[config.mk]
export PLATFORM = sky130hd
export DESIGN_NAME = rx_serial_to_parallel
export DESIGN_NICKNAME = d
export VERILOG_FILES = /design/src/rtl/rx_phy_pkg.sv /design/src/rtl/rx_word_classifier.sv /design/src/rtl/rx_serial_to_parallel.sv
export SDC_FILE = /design/constraint.sdc
export NUM_CORES = 1
export LEC_CHECK = 0
export CAP_MARGIN = 20
export CORE_MARGIN = 2
export CORE_UTILIZATION = 43
export CTS_CLUSTER_SIZE = 20
export DETAILED_ROUTE_END_ITERATION = 8
export SYNTH_ARGS = -nofsm -noshare
export SYNTH_HDL_FRONTEND = slang
export SYNTH_SLANG_ARGS = --single-unit
export TNS_END_PERCENT = 20
[constraint.sdc]
create_clock -name clk_S2P -period 2.74 [get_ports clk_S2P]
set_input_delay 0.548 -clock clk_S2P [delete_from_list [all_inputs] [get_ports clk_S2P]]
set_output_delay 0.548 -clock clk_S2P [all_outputs]
set_load 0.02 [all_outputs]
[src/rtl/rx_phy_pkg.sv]
// Shared receive-PHY definitions: alignment symbols, default word width and the
// serial-to-parallel FSM state encoding.
package rx_phy_pkg;

  localparam int unsigned S2P_WIDTH    = 32;
  localparam logic [7:0]  S2P_COM_BYTE = 8'hBC;
  localparam logic [7:0]  S2P_IDL_BYTE = 8'h7C;

  typedef enum logic [1:0] {
    SEARCH = 2'd0,
    LOCK   = 2'd1,
    ACTIVE = 2'd2
  } s2p_state_t;

endpackage : rx_phy_pkg

[src/rtl/rx_word_classifier.sv]
// Combinational word classifier: flags a word made entirely of COM or IDL bytes.
// Zero latency; no flow control.
module rx_word_classifier
  import rx_phy_pkg::*;
#(
  parameter int unsigned WIDTH    = S2P_WIDTH,
  parameter logic [7:0]  COM_BYTE = S2P_COM_BYTE,
  parameter logic [7:0]  IDL_BYTE = S2P_IDL_BYTE
) (
  input  logic [WIDTH-1:0] nsr,
  output logic             is_com,
  output logic             is_idl
);

  localparam logic [WIDTH-1:0] COM_W = {WIDTH/8{COM_BYTE}};
  localparam logic [WIDTH-1:0] IDL_W = {WIDTH/8{IDL_BYTE}};

  assign is_com = (nsr == COM_W);
  assign is_idl = (nsr == IDL_W);

endmodule : rx_word_classifier

[src/rtl/rx_serial_to_parallel.sv]
// Serial-to-parallel receive stage: COM-aligns an MSB-first bit stream and emits 32-bit words,
// updated on the edge of each word's last bit; no backpressure, output held for a full word period.
module rx_serial_to_parallel
  import rx_phy_pkg::*;
#(
  parameter int unsigned WIDTH    = S2P_WIDTH,
  parameter logic [7:0]  COM_BYTE = S2P_COM_BYTE,
  parameter logic [7:0]  IDL_BYTE = S2P_IDL_BYTE,
  parameter int unsigned NUM_COM  = 4
) (
  input  logic             clk_S2P,
  input  logic             reset,
  input  logic             data_in_S2P,
  output logic [WIDTH-1:0] data_out_S2P,
  output logic             valid_out_S2P,
  output logic             active_out_S2P
);

  localparam int unsigned CNT_W     = $clog2(WIDTH);
  localparam int unsigned COM_CNT_W = $clog2(NUM_COM + 1);
  localparam logic [CNT_W-1:0]     BIT_LAST = CNT_W'(WIDTH - 1);
  localparam logic [COM_CNT_W-1:0] COM_LAST = COM_CNT_W'(NUM_COM);

  s2p_state_t            state, state_nxt;
  // Only the low WIDTH-1 history bits are ever reused, so the oldest bit is not stored.
  logic [WIDTH-2:0]      sr;
  logic [WIDTH-1:0]      nsr;
  logic [CNT_W-1:0]      bit_cnt, bit_cnt_nxt;
  logic [COM_CNT_W-1:0]  com_cnt, com_cnt_nxt;
  logic [WIDTH-1:0]      data_nxt;
  logic                  valid_nxt;
  logic                  active_nxt;
  logic                  boundary;
  logic                  is_com;
  logic                  is_idl;

  assign nsr      = {sr, data_in_S2P};
  assign boundary = (bit_cnt == BIT_LAST);

  rx_word_classifier #(
    .WIDTH    (WIDTH),
    .COM_BYTE (COM_BYTE),
    .IDL_BYTE (IDL_BYTE)
  ) u_classifier (
    .nsr    (nsr),
    .is_com (is_com),
    .is_idl (is_idl)
  );

  always_comb begin
    state_nxt   = state;
    bit_cnt_nxt = boundary ? '0 : bit_cnt + 1'b1;
    com_cnt_nxt = com_cnt;
    data_nxt    = data_out_S2P;
    valid_nxt   = valid_out_S2P;
    active_nxt  = active_out_S2P;

    case (state)
      SEARCH: begin
        // The first COM match fixes the word phase for the rest of the session.
        if (is_com) begin
          bit_cnt_nxt = '0;
          if (NUM_COM == 1) begin
            state_nxt   = ACTIVE;
            active_nxt  = 1'b1;
            com_cnt_nxt = '0;
          end else begin
            state_nxt   = LOCK;
            com_cnt_nxt = COM_CNT_W'(1);
          end
        end
      end

      LOCK: begin
        if (boundary) begin
          if (is_com) begin
            if (com_cnt + 1'b1 == COM_LAST) begin
              state_nxt   = ACTIVE;
              active_nxt  = 1'b1;
              com_cnt_nxt = '0;
            end else begin
              com_cnt_nxt = com_cnt + 1'b1;
            end
          end else begin
            state_nxt   = SEARCH;
            com_cnt_nxt = '0;
          end
        end
      end

      ACTIVE: begin
        if (boundary) begin
          if (is_com || is_idl) begin
            valid_nxt = 1'b0;
          end else begin
            data_nxt  = nsr;
            valid_nxt = 1'b1;
          end
        end
      end

      default: begin
        state_nxt = SEARCH;
      end
    endcase
  end

  always_ff @(posedge clk_S2P) begin
    if (reset) begin
      state          <= SEARCH;
      sr             <= '0;
      bit_cnt        <= '0;
      com_cnt        <= '0;
      data_out_S2P   <= '0;
      valid_out_S2P  <= 1'b0;
      active_out_S2P <= 1'b0;
    end else begin
      state          <= state_nxt;
      sr             <= nsr[WIDTH-2:0];
      bit_cnt        <= bit_cnt_nxt;
      com_cnt        <= com_cnt_nxt;
      data_out_S2P   <= data_nxt;
      valid_out_S2P  <= valid_nxt;
      active_out_S2P <= active_nxt;
    end
  end

endmodule : rx_serial_to_parallel

==> reports/results.tsv, run 1 <==
stage	metric	value	unit
run_status	status	finished clean	
finish	areaGrowthSynthToFinish	23.5	%
floorplanning	dieArea	0.00708	mm2
detailed_routing	first_iter_violations	53	
grt	grt.overflow.total	0	
detailed_routing	ant_nets	0	
worst_setup_path	cp-startpoint	data_in_S2P	
worst_setup_path	worstReg2RegStart	bit_cnt[0]$_SDFF_PP0_	
worst_hold_path	min_from	valid_out_S2P$_SDFFE_PP0P_	
clock_network	post_cts_buffers	0	
timing	finalSetupViolCount	0	
floorplanning	chipHeight	84.1	um
clock_network	cts_tree	yes	
logic_synthesis	synthCells	243	
power	ir_drop	376	uV
placed_design	finalWeightedCongestion	0.753	
worst_setup_path	cp.buffers_inverters	2	
detailed_routing	drt-pass1-iter-count	4	
worst_setup_path	arrival	2.39	ns
logic_synthesis	yosysWarnings	0	
worst_setup_path	slowest_stage	clkdlybuf4s50_1	
floorplanning	die_w	84.1	um
timing	hold_viol	0	
finish	drive_above_1_share	8.62	%
logic_synthesis	syn_area_per_cell	11.4	um2
detailed_routing	wl_per_cell	12.7	um
logic_synthesis	ys_seq_area_share	54.4	%
clock_network	clock_latency	0.34	ns
worst_hold_path	min_path_type	flop to flop	
detailed_routing	vias	1749	
worst_setup_path	required	2.96	ns
power	p_int	1.56	mW
placed_design	hpwl	3180	um
floorplanning	core-area	0.00628	mm2
finish	final_cell_mix	dfxtp_1 (75), nor2b_1 (66), clkdlybuf4s50_1 (35)	
logic_synthesis	synth_cell_types	32	
worst_setup_path	cp_top_family	simple AND/OR/NAND/NOR gates	
grt	grt_use_total	14.9	%
detailed_routing	vias_per_cell	4.77	
timing	tightest_slew	0.502	ns
logic_synthesis	synthesis.nets	250	
placed_design	dpl.cell_count	351	
placed_design	io_buffers	36	
logic_synthesis	netlist_area	0.00276	mm2
timing	drv_slew	0	
timing	final.setup.tns	0	ns
detailed_routing	routed_wl	4650	um
grt	grt_pass1_vias	1741	
finish	num_antenna_cells	0	
timing	max_freq	462	MHz
floorplanning	start_util	44.0	%
finish	nets	292	
finish	layout_commonest_cell	dfxtp_1	
timing	max_slew_margin	66.1	%
grt	antenna_found_initial	0	
power	switching_share	21.6	%
finish	final.fill_count	555	
flow_run	max_cap_violations	0	
power	p_comb_share	1.7	%
timing	grt_setup_unrepaired	no	
grt	grt_max_degree	28	
worst_setup_path	path_cells	clkdlybuf4s50_1 > nand4bb_1 > nor4_2 > nand2_1 > o21bai_4 > buf_12 > mux2_1	
logic_synthesis	synth.ff_latch_count	75	
power	power.switching	0.428	mW
clock_network	htree_levels	3	
clock_network	ctsHoldBuffers	0	
worst_setup_path	crit_path_start_kind	input port	
worst_setup_path	crit_fanout	27	
power	p_seq_share	55.4	%
clock_network	root_buffer	clkbuf_8	
clock_network	path_clk_slew	0.07	ns
finish	instances_no_fill	367	
clock_network	cts_buffers	9	
detailed_routing	drc	0	
clock_network	cts_resized	0	
grt	grt_pass1_wl	8250	um
worst_setup_path	slowest_delay	0.41	ns
power	p_leak	1.35	nW
timing	skew	0.00781	ns
clock_network	clock-sinks	75	
power	p_clk_share	42.9	%
power	power_density	582	mW/mm2
floorplanning	ios	37	
worst_setup_path	crit_type	input port to flop	
timing	post-route-min-period	2.16	ns
power	finalPower	1.98	mW
clock_network	clockBufferDepth	2	
worst_setup_path	cp-end-kind	flop	
timing	post-route-period-util	79.0	%
floorplanning	core.rowCount	29	
## worst reg2reg max path: stages (launching register included)
cell	delay (ns)
dfxtp_1	0.33
ha_1	0.22
and3_1	0.19
ha_1	0.26
nand3b_1	0.17
o21bai_4	0.16
buf_12	0.21
mux2_1	0.35
## layer usage
layer | track usage (%) | up-vias | share of wire [%] | wire, um
met5 | 0 | - | 0 | 0
met4 | 8.80 | 0 | 2.5 | 114
met3 | 4.03 | 9 | 4.2 | 193
met2 | 20.3 | 36 | 42 | 1960
met1 | 20.9 | 797 | 51 | 2380
li1 | - | 907 | - | -
## power by group through the flow
stage / Combinational, mW / Sequential, mW / Clock [mW]
finish: 0.0331 / 1.10 / 0.852
global route: 0.0372 / 1.10 / 0.931
detailed placement: 0.0339 / 1.12 / 0
floorplan: 0.0227 / 1.12 / 0
CTS: 0.0339 / 1.10 / 0.878
global placement: 0.0338 / 1.12 / 0
## path summary, 6_finish.rpt
path                                  endpoint  slack [ns]  depth (start not counted)
setup / recovery  data_out_S2P[9]$_SDFFE_PP0P_        0.58                          7
hold / removal      valid_out_S2P$_SDFFE_PP0P_        0.46                          2
setup reg to reg  data_out_S2P[9]$_SDFFE_PP0P_        0.74                          7
hold reg to reg     valid_out_S2P$_SDFFE_PP0P_        0.46                          2
## cell usage after synthesis
cell type,instances,area [um2]
a211oi_1,1,7.51
o21ai_0,2,10.0
nor2b_1,66,413
nor4bb_1,2,20.0
o31ai_1,1,7.51
a41oi_1,1,8.76
o21a_1,1,7.51
and3_1,2,12.5
nor3_1,2,10.0
a21oi_1,4,20.0
nand4bb_1,4,45.0
o21bai_4,1,18.8
nand3_1,4,20.0
xnor2_1,1,8.76
and2_1,2,12.5
dfxtp_1,75,1500
o211ai_1,1,7.51
nor3b_1,3,22.5
nor4_2,2,25.0
nand4b_1,3,26.3
nor2_1,3,11.3
xor2_1,1,8.76
mux2_1,31,349
nand2b_1,2,12.5
buf_6,3,33.8
nand2_1,8,30.0
nand3b_1,1,7.51
mux2i_1,1,10.0
ha_1,4,50.1
nand4_1,1,6.26
inv_1,2,7.51
clkbuf_1,8,30.0
## cells by family after synthesis
family / Yosys count / synth area share (%)
simple gates: 105 / 24.4
flops: 75 / 54.4
mux: 32 / 13.0
buf+inv: 13 / 2.58
compound gates: 12 / 3.17
fa+ha+maj: 4 / 1.81
xor+xnor: 2 / 0.634
## state kept, by name (all words and copies together), names as in the netlist
signal and flops:
data_out_S2P 32, sr 31, active_out_S2P 1, state 2
bit_cnt 5, com_cnt 3, valid_out_S2P 1
## layout make-up
class	instances	area, um2	share of cell area [%]
clock buffer	11	141	4.15
clock inverter	5	61.3	1.80
inverter	2	7.51	0.220
multi-input combinational	155	1190	34.9
sequential	75	1500	44.0
tap	77	96.3	2.83
timing repair buffer	42	413	12.1
## per-stage QoR
stage	cell area (um2)	utilization, %	setup slack, ns	hold WS (ns)
after floorplan	2760	-	0.774	0.428
after detailed placement	3210	51.1	0.208	0.450
after CTS	3410	54.3	0.574	0.461
after global placement	3210	51.1	0.239	0.446
after global routing	3410	54.3	0.447	0.485
final	3410	54.3	0.577	0.456
Note: power is estimated with default switching activity, not from simulation.
==> run 2, diff against run 1 <==
- PLACE_DENSITY: not set -> 0.67
- clock period: 2.74 -> 1.91 ns (I/O delays scaled with it)
==> reports/results.tsv, run 2 (synthesis gave the netlist of run 1 again) <==
stage	metric	value	unit
worst_hold_path	min_path_type	input port to flop	
power	power_density	811	mW/mm2
worst_setup_path	slowest_stage	dfxtp_1	
grt	antenna_found_initial	0	
power	switching_share	20.7	%
worst_setup_path	cpMostUsedCell	ha_1	
timing	grt_setup_unrepaired	yes	
clock_network	clockBufferDepth	2	
floorplanning	die_w	84.1	um
finish	fin_area	0.00352	mm2
finish	top_register	data_out_S2P	
worst_setup_path	crit_path_start_kind	flop	
worst_setup_path	cp-end-kind	flop	
placed_design	finalWeightedCongestion	0.720	
finish	final_cell_mix	dfxtp_1 (75), nor2b_1 (65), clkdlybuf4s50_1 (34)	
clock_network	clock-sinks	75	
power	p_leak	1.42	nW
finish	final.fill_count	564	
worst_hold_path	hold_depth	2	
timing	max_slew_margin	75.5	%
grt	grt_max_degree	20	
clock_network	clock_latency	0.35	ns
timing	tightest_slew	0.367	ns
placed_design	io_buffers	36	
worst_setup_path	worstRegToRegCells	7	
worst_setup_path	crit_cells	7	
run_status	status	finished clean	
clock_network	root_buffer	clkbuf_8	
floorplanning	chipHeight	84.1	um
grt	grt_pass1_wl	8360	um
timing	hold_viol	0	
clock_network	cts_tree	yes	
floorplanning	start_util	44.0	%
worst_setup_path	cp_top_family	adder cells	
finish	num_antenna_cells	0	
timing	post-route-min-period	1.86	ns
power	p_comb_share	1.7	%
clock_network	cts_buffers	9	
power	power.switching	0.592	mW
worst_setup_path	arrival	2.09	ns
finish	final-seq-area	0.00150	mm2
placed_design	hpwl	3260	um
grt	grt.overflow.total	0	
floorplanning	dieArea	0.00708	mm2
floorplanning	core.rowCount	29	
detailed_routing	vias	1776	
power	p_clk_share	43.0	%
power	ir_drop	586	uV
detailed_routing	routed_wl	4840	um
clock_network	post_cts_buffers	0	
detailed_routing	wl_per_cell	13.0	um
grt	grt_use_total	15.0	%
finish	areaGrowthSynthToFinish	27.5	%
placed_design	post-place-ws	-0.483	ns
worst_setup_path	path_cells	ha_1 > and3_1 > ha_1 > nand3b_1 > o21bai_4 > buf_12 > mux2_1	
grt	grt_pass1_vias	1767	
floorplanning	core-area	0.00628	mm2
placed_design	dpl_cell_area	0.00325	mm2
finish	utilization	56.1	%
detailed_routing	drc	0	
timing	finalSetupViolCount	0	
clock_network	htree_levels	3	
finish	layout_commonest_cell	dfxtp_1	
detailed_routing	vias_per_cell	4.76	
clock_network	path_clk_slew	0.07	ns
timing	skew	0.00557	ns
worst_setup_path	slowest_delay	0.33	ns
flow_run	max_cap_violations	0	
timing	post-route-period-util	97.2	%
timing	final.setup.tns	0	ns
timing	drv_slew	0	
finish	drive_above_1_share	14.2	%
power	p_int	2.26	mW
timing	hold_ws	0.349	ns
power	p_seq_share	55.2	%
finish	reg_top3	data_out_S2P x32, sr x31, bit_cnt x5	
worst_setup_path	required	2.14	ns
worst_setup_path	crit_fanout	16	
power	finalPower	2.86	mW
detailed_routing	drt-pass1-iter-count	4	
timing	setup_ws	0.0544	ns
worst_setup_path	crit_type	flop to flop	
placed_design	dpl.cell_count	357	
finish	largest_reg_flops	32	
finish	nets	298	
floorplanning	ios	37	
finish	instances_no_fill	373	
detailed_routing	ant_nets	0	
detailed_routing	first_iter_violations	96	
worst_setup_path	cp.buffers_inverters	1	
timing	max_freq	539	MHz
finish	multiInputGateArea	0.00125	mm2
run 2: cell count changes in the layout (fill, tap and decap cells not counted), moves of 2 or more:
cell / change
clkinv_2: +2
mux2_4: +8
buf_4: +5
mux2_1: -8
clkinvlp_4: -3
run 2: what timing repair did:
action,4_1_cts,5_1_grt
resized for setup,1,13
endpoints found under the hold margin,0,0
pin swaps,2,0
setup endpoints to repair,31,34
hold buffers,0,0
run 2: metal layers:
| metal | global-route usage, % | wire length, um | vias up |
|---|---|---|---|
| met3 | 3.83 | 205 | 11 |
| met2 | 20.6 | 2090 | 36 |
| met4 | 9.68 | 119 | 0 |
| met1 | 21.0 | 2420 | 817 |
| met5 | 0 | 0 | - |
| li1 | - | - | 912 |
run 2: final timing paths:
| check | start | to | slack, ns |
|---|---|---|---|
| setup / recovery | bit_cnt[0]$_SDFF_PP0_ | data_out_S2P[9]$_SDFFE_PP0P_ | 0.05 |
| hold / removal | data_in_S2P | sr[0]$_SDFF_PP0_ | 0.35 |
| setup reg to reg | bit_cnt[0]$_SDFF_PP0_ | data_out_S2P[9]$_SDFFE_PP0P_ | 0.05 |
| hold reg to reg | bit_cnt[0]$_SDFF_PP0_ | bit_cnt[0]$_SDFF_PP0_ | 0.46 |
run 2: worst reg2reg max path, stage by stage (launching register included):
cell      delay, ns
dfxtp_1        0.33
ha_1           0.22
and3_1         0.19
ha_1           0.20
nand3b_1       0.13
o21bai_4       0.17
buf_12         0.18
mux2_1         0.33
run 2: final cells by class:
cell class / count / share of cell area, %
tap: 77 / 2.74
sequential: 75 / 42.6
timing repair buffer: 48 / 13.2
multi-input combinational: 155 / 35.5
inverter: 2 / 0.213
clock buffer: 12 / 4.40
clock inverter: 4 / 1.39
run 2: power groups by stage:
stage | clock (mW) | combinational (mW) | sequential, mW
after floorplan | 0 | 0.0325 | 1.61
after global placement | 0 | 0.0486 | 1.61
after detailed placement | 0 | 0.0488 | 1.61
after CTS | 1.26 | 0.0491 | 1.58
after global routing | 1.34 | 0.0553 | 1.58
final | 1.23 | 0.0488 | 1.58
==> run 3, diff against run 2 <==
- ABC_AREA: not set -> 1
- CELL_PAD_IN_SITES_DETAIL_PLACEMENT: not set -> 0
- CELL_PAD_IN_SITES_GLOBAL_PLACEMENT: not set -> 1
- CORE_UTILIZATION: 43 -> 35
- PLACE_DENSITY: 0.67 -> not set
- PLACE_DENSITY_LB_ADDON: not set -> 0.1
==> reports/results.tsv, run 3 <==
stage	metric	value	unit
worst_setup_path	path_cells	clkdlybuf4s50_1 > inv_1 > nand2_1 > nor2_1 > nand2_1 > nor2_1 > nand2_1 > a21oi_2 > nand3_1 > a21oi_1	
clock_network	clockBufferDepth	2	
finish	drive_above_1_share	6.52	%
logic_synthesis	synth.most_common_cell	nor2_1	
clock_network	root_buffer	clkbuf_8	
logic_synthesis	synth-edff-count	0	
power	p_leak	1.81	nW
logic_synthesis	synthesis.nets	450	
finish	top_register	data_out_S2P	
timing	drv_slew	0	
grt	grt_pass1_vias	2307	
finish	reg_top3	data_out_S2P x32, sr x31, bit_cnt x5	
timing	post-route-period-util	88.3	%
detailed_routing	drt-pass1-iter-count	4	
logic_synthesis	yosysWarnings	0	
placed_design	dpl.cell_count	581	
finish	nets	494	
grt	grt_pass1_wl	10500	um
logic_synthesis	synth-simple-area-share	33.2	%
finish	final-seq-area	0.00150	mm2
finish	layout_commonest_cell	nor2_1	
floorplanning	core.rowCount	33	
clock_network	htree_levels	3	
timing	finalSetupViolCount	0	
worst_setup_path	cp-end-kind	flop	
finish	fin_area	0.00375	mm2
finish	areaGrowthSynthToFinish	24.3	%
logic_synthesis	synth_fa_ha_area_share	1.66	%
detailed_routing	drc	0	
detailed_routing	wl_per_cell	9.87	um
detailed_routing	ant_nets	0	
clock_network	ctsHoldBuffers	0	
timing	final.setup.tns	0	ns
placed_design	io_buffers	36	
finish	instances_no_fill	596	
clock_network	cts_buffers	9	
worst_setup_path	cpMostUsedCell	nand2_1	
finish	multiInputGateArea	0.00112	mm2
timing	hold_ws	0.431	ns
worst_setup_path	crit_type	input port to flop	
logic_synthesis	synth-compound-area-share	1.66	%
clock_network	clock-sinks	75	
logic_synthesis	ys_async_sr_fraction	0	%
clock_network	cts_tree	yes	
worst_setup_path	r2r_slack	0.25	ns
timing	tightest_slew	0.389	ns
worst_setup_path	arrival	1.96	ns
finish	final_cell_mix	nor2_1 (129), nand2_1 (111), inv_1 (81)	
logic_synthesis	syn_area_per_cell	6.81	um2
grt	grt_max_degree	38	
worst_setup_path	cp.buffers_inverters	2	
worst_hold_path	min_path_type	flop to flop	
power	ir_drop	331	uV
detailed_routing	vias	2448	
finish	num_antenna_cells	0	
timing	post-route-min-period	1.69	ns
timing	skew	0.0126	ns
grt	antenna_found_initial	0	
worst_setup_path	slowest_stage	clkdlybuf4s50_1	
logic_synthesis	yosys.area.top_type_share	49.8	%
worst_setup_path	slowest_delay	0.43	ns
finish	final.fill_count	870	
floorplanning	ios	37	
timing	setup_ws	0.224	ns
logic_synthesis	synthCells	443	
logic_synthesis	netlist_area	0.00302	mm2
clock_network	cts_resized	0	
grt	grt_use_total	13.6	%
floorplanning	chipHeight	96.9	um
logic_synthesis	synth_area_leaders	dfxtp_1 (50%), nor2_1 (16%), nand2_1 (14%)	
finish	utilization	45.2	%
power	finalPower	2.83	mW
logic_synthesis	synth_top_family_by_area	simple AND/OR/NAND/NOR gates	
clock_network	clock_latency	0.34	ns
floorplanning	core-area	0.00830	mm2
grt	grt.overflow.total	0	
flow_run	max_cap_violations	0	
worst_setup_path	required	2.18	ns
logic_synthesis	synth.area.mux_share	0	%
power	power_density	753	mW/mm2
timing	max_freq	593	MHz
logic_synthesis	synth.ff_latch_count	75	
finish	largest_reg_flops	32	
logic_synthesis	synth_xor_area_share	0.290	%
placed_design	hpwl	4020	um
floorplanning	dieArea	0.00938	mm2
floorplanning	die_w	96.9	um
timing	hold_viol	0	
detailed_routing	routed_wl	5890	um
logic_synthesis	ys_seq_area_share	49.8	%
logic_synthesis	synth_common_cells	nor2_1 (129), nand2_1 (111), inv_1 (81)	
run_status	status	finished clean	
clock_network	path_clk_slew	0.08	ns
clock_network	post_cts_buffers	0	
worst_setup_path	crit_fanout	4	
logic_synthesis	ys.flop_type	dfxtp_1	
timing	max_slew_margin	74.0	%
floorplanning	start_util	36.4	%
worst_setup_path	cp_top_family	simple AND/OR/NAND/NOR gates	
logic_synthesis	yosysTopAreaCell	dfxtp_1	
placed_design	post-place-ws	-0.179	ns
logic_synthesis	synth_cell_types	20	
placed_design	dpl_cell_area	0.00354	mm2
placed_design	finalWeightedCongestion	0.804	
worst_setup_path	crit_path_start_kind	input port	
detailed_routing	vias_per_cell	4.11	
detailed_routing	first_iter_violations	43	
run 3: changes by cell type after synthesis, sizes merged, moves of 4 or more:
| cell | change |
|---|---|
| buf | +7 |
| clkbuf | -4 |
| nor2 | +127 |
| nand4bb | -4 |
| nand2 | +103 |
| nor2b | -66 |
| nand3 | +7 |
| mux2 | -31 |
| inv | +79 |
run 3: worst reg2reg max path, stage by stage (launching register included):
cell and delay [ns]:
dfxtp_1 0.33, ha_1 0.20, nand2_1 0.09, nor2_1 0.05, ha_2 0.18, buf_4 0.14
nor2_1 0.16, inv_1 0.08, nand3_1 0.16, nand2_1 0.07, nand2_1 0.06, nor2_1 0.04
run 3: final cells by class:
class | count | share of cell area (%)
inverter | 82 | 8.21
sequential | 75 | 40.0
timing repair buffer | 47 | 13.1
clock inverter | 5 | 1.43
multi-input combinational | 272 | 30.0
tap | 105 | 3.50
clock buffer | 10 | 3.67
run 3: kinds of logic after synthesis:
family | count (synthesis)
XOR/XNOR | 1
AO/OA/AOI/OAI | 10
AND/OR/NAND/NOR | 257
buffers and inverters | 96
adder cells (fa/ha/maj) | 4
flip-flops | 75
run 3: path summary, 6_finish.rpt:
path,end,startpoint,cells past startpoint
setup reg to reg,com_cnt[2]$_SDFFE_PP0P_,bit_cnt[0]$_SDFF_PP0_,11
hold / removal,sr[12]$_SDFF_PP0_,sr[11]$_SDFF_PP0_,2
hold reg to reg,sr[12]$_SDFF_PP0_,sr[11]$_SDFF_PP0_,2
setup / recovery,state[1]$_SDFFE_PP0P_,data_in_S2P,10
run 3: metal layers:
metal	GRT usage [%]	up-vias	wire length, um
li1	-	1369	-
met5	0	-	0
met2	20.5	29	2500
met3	3.90	8	209
met4	5.53	0	92
met1	18.2	1042	3090
run 3: where the power goes:
part	total [mW]	internal [mW]	switching, mW
Combinational	0.0533	0.0179	0.0354
Sequential	1.58	1.57	0.00543
Clock	1.20	0.628	0.568
Total	2.83	2.22	0.609
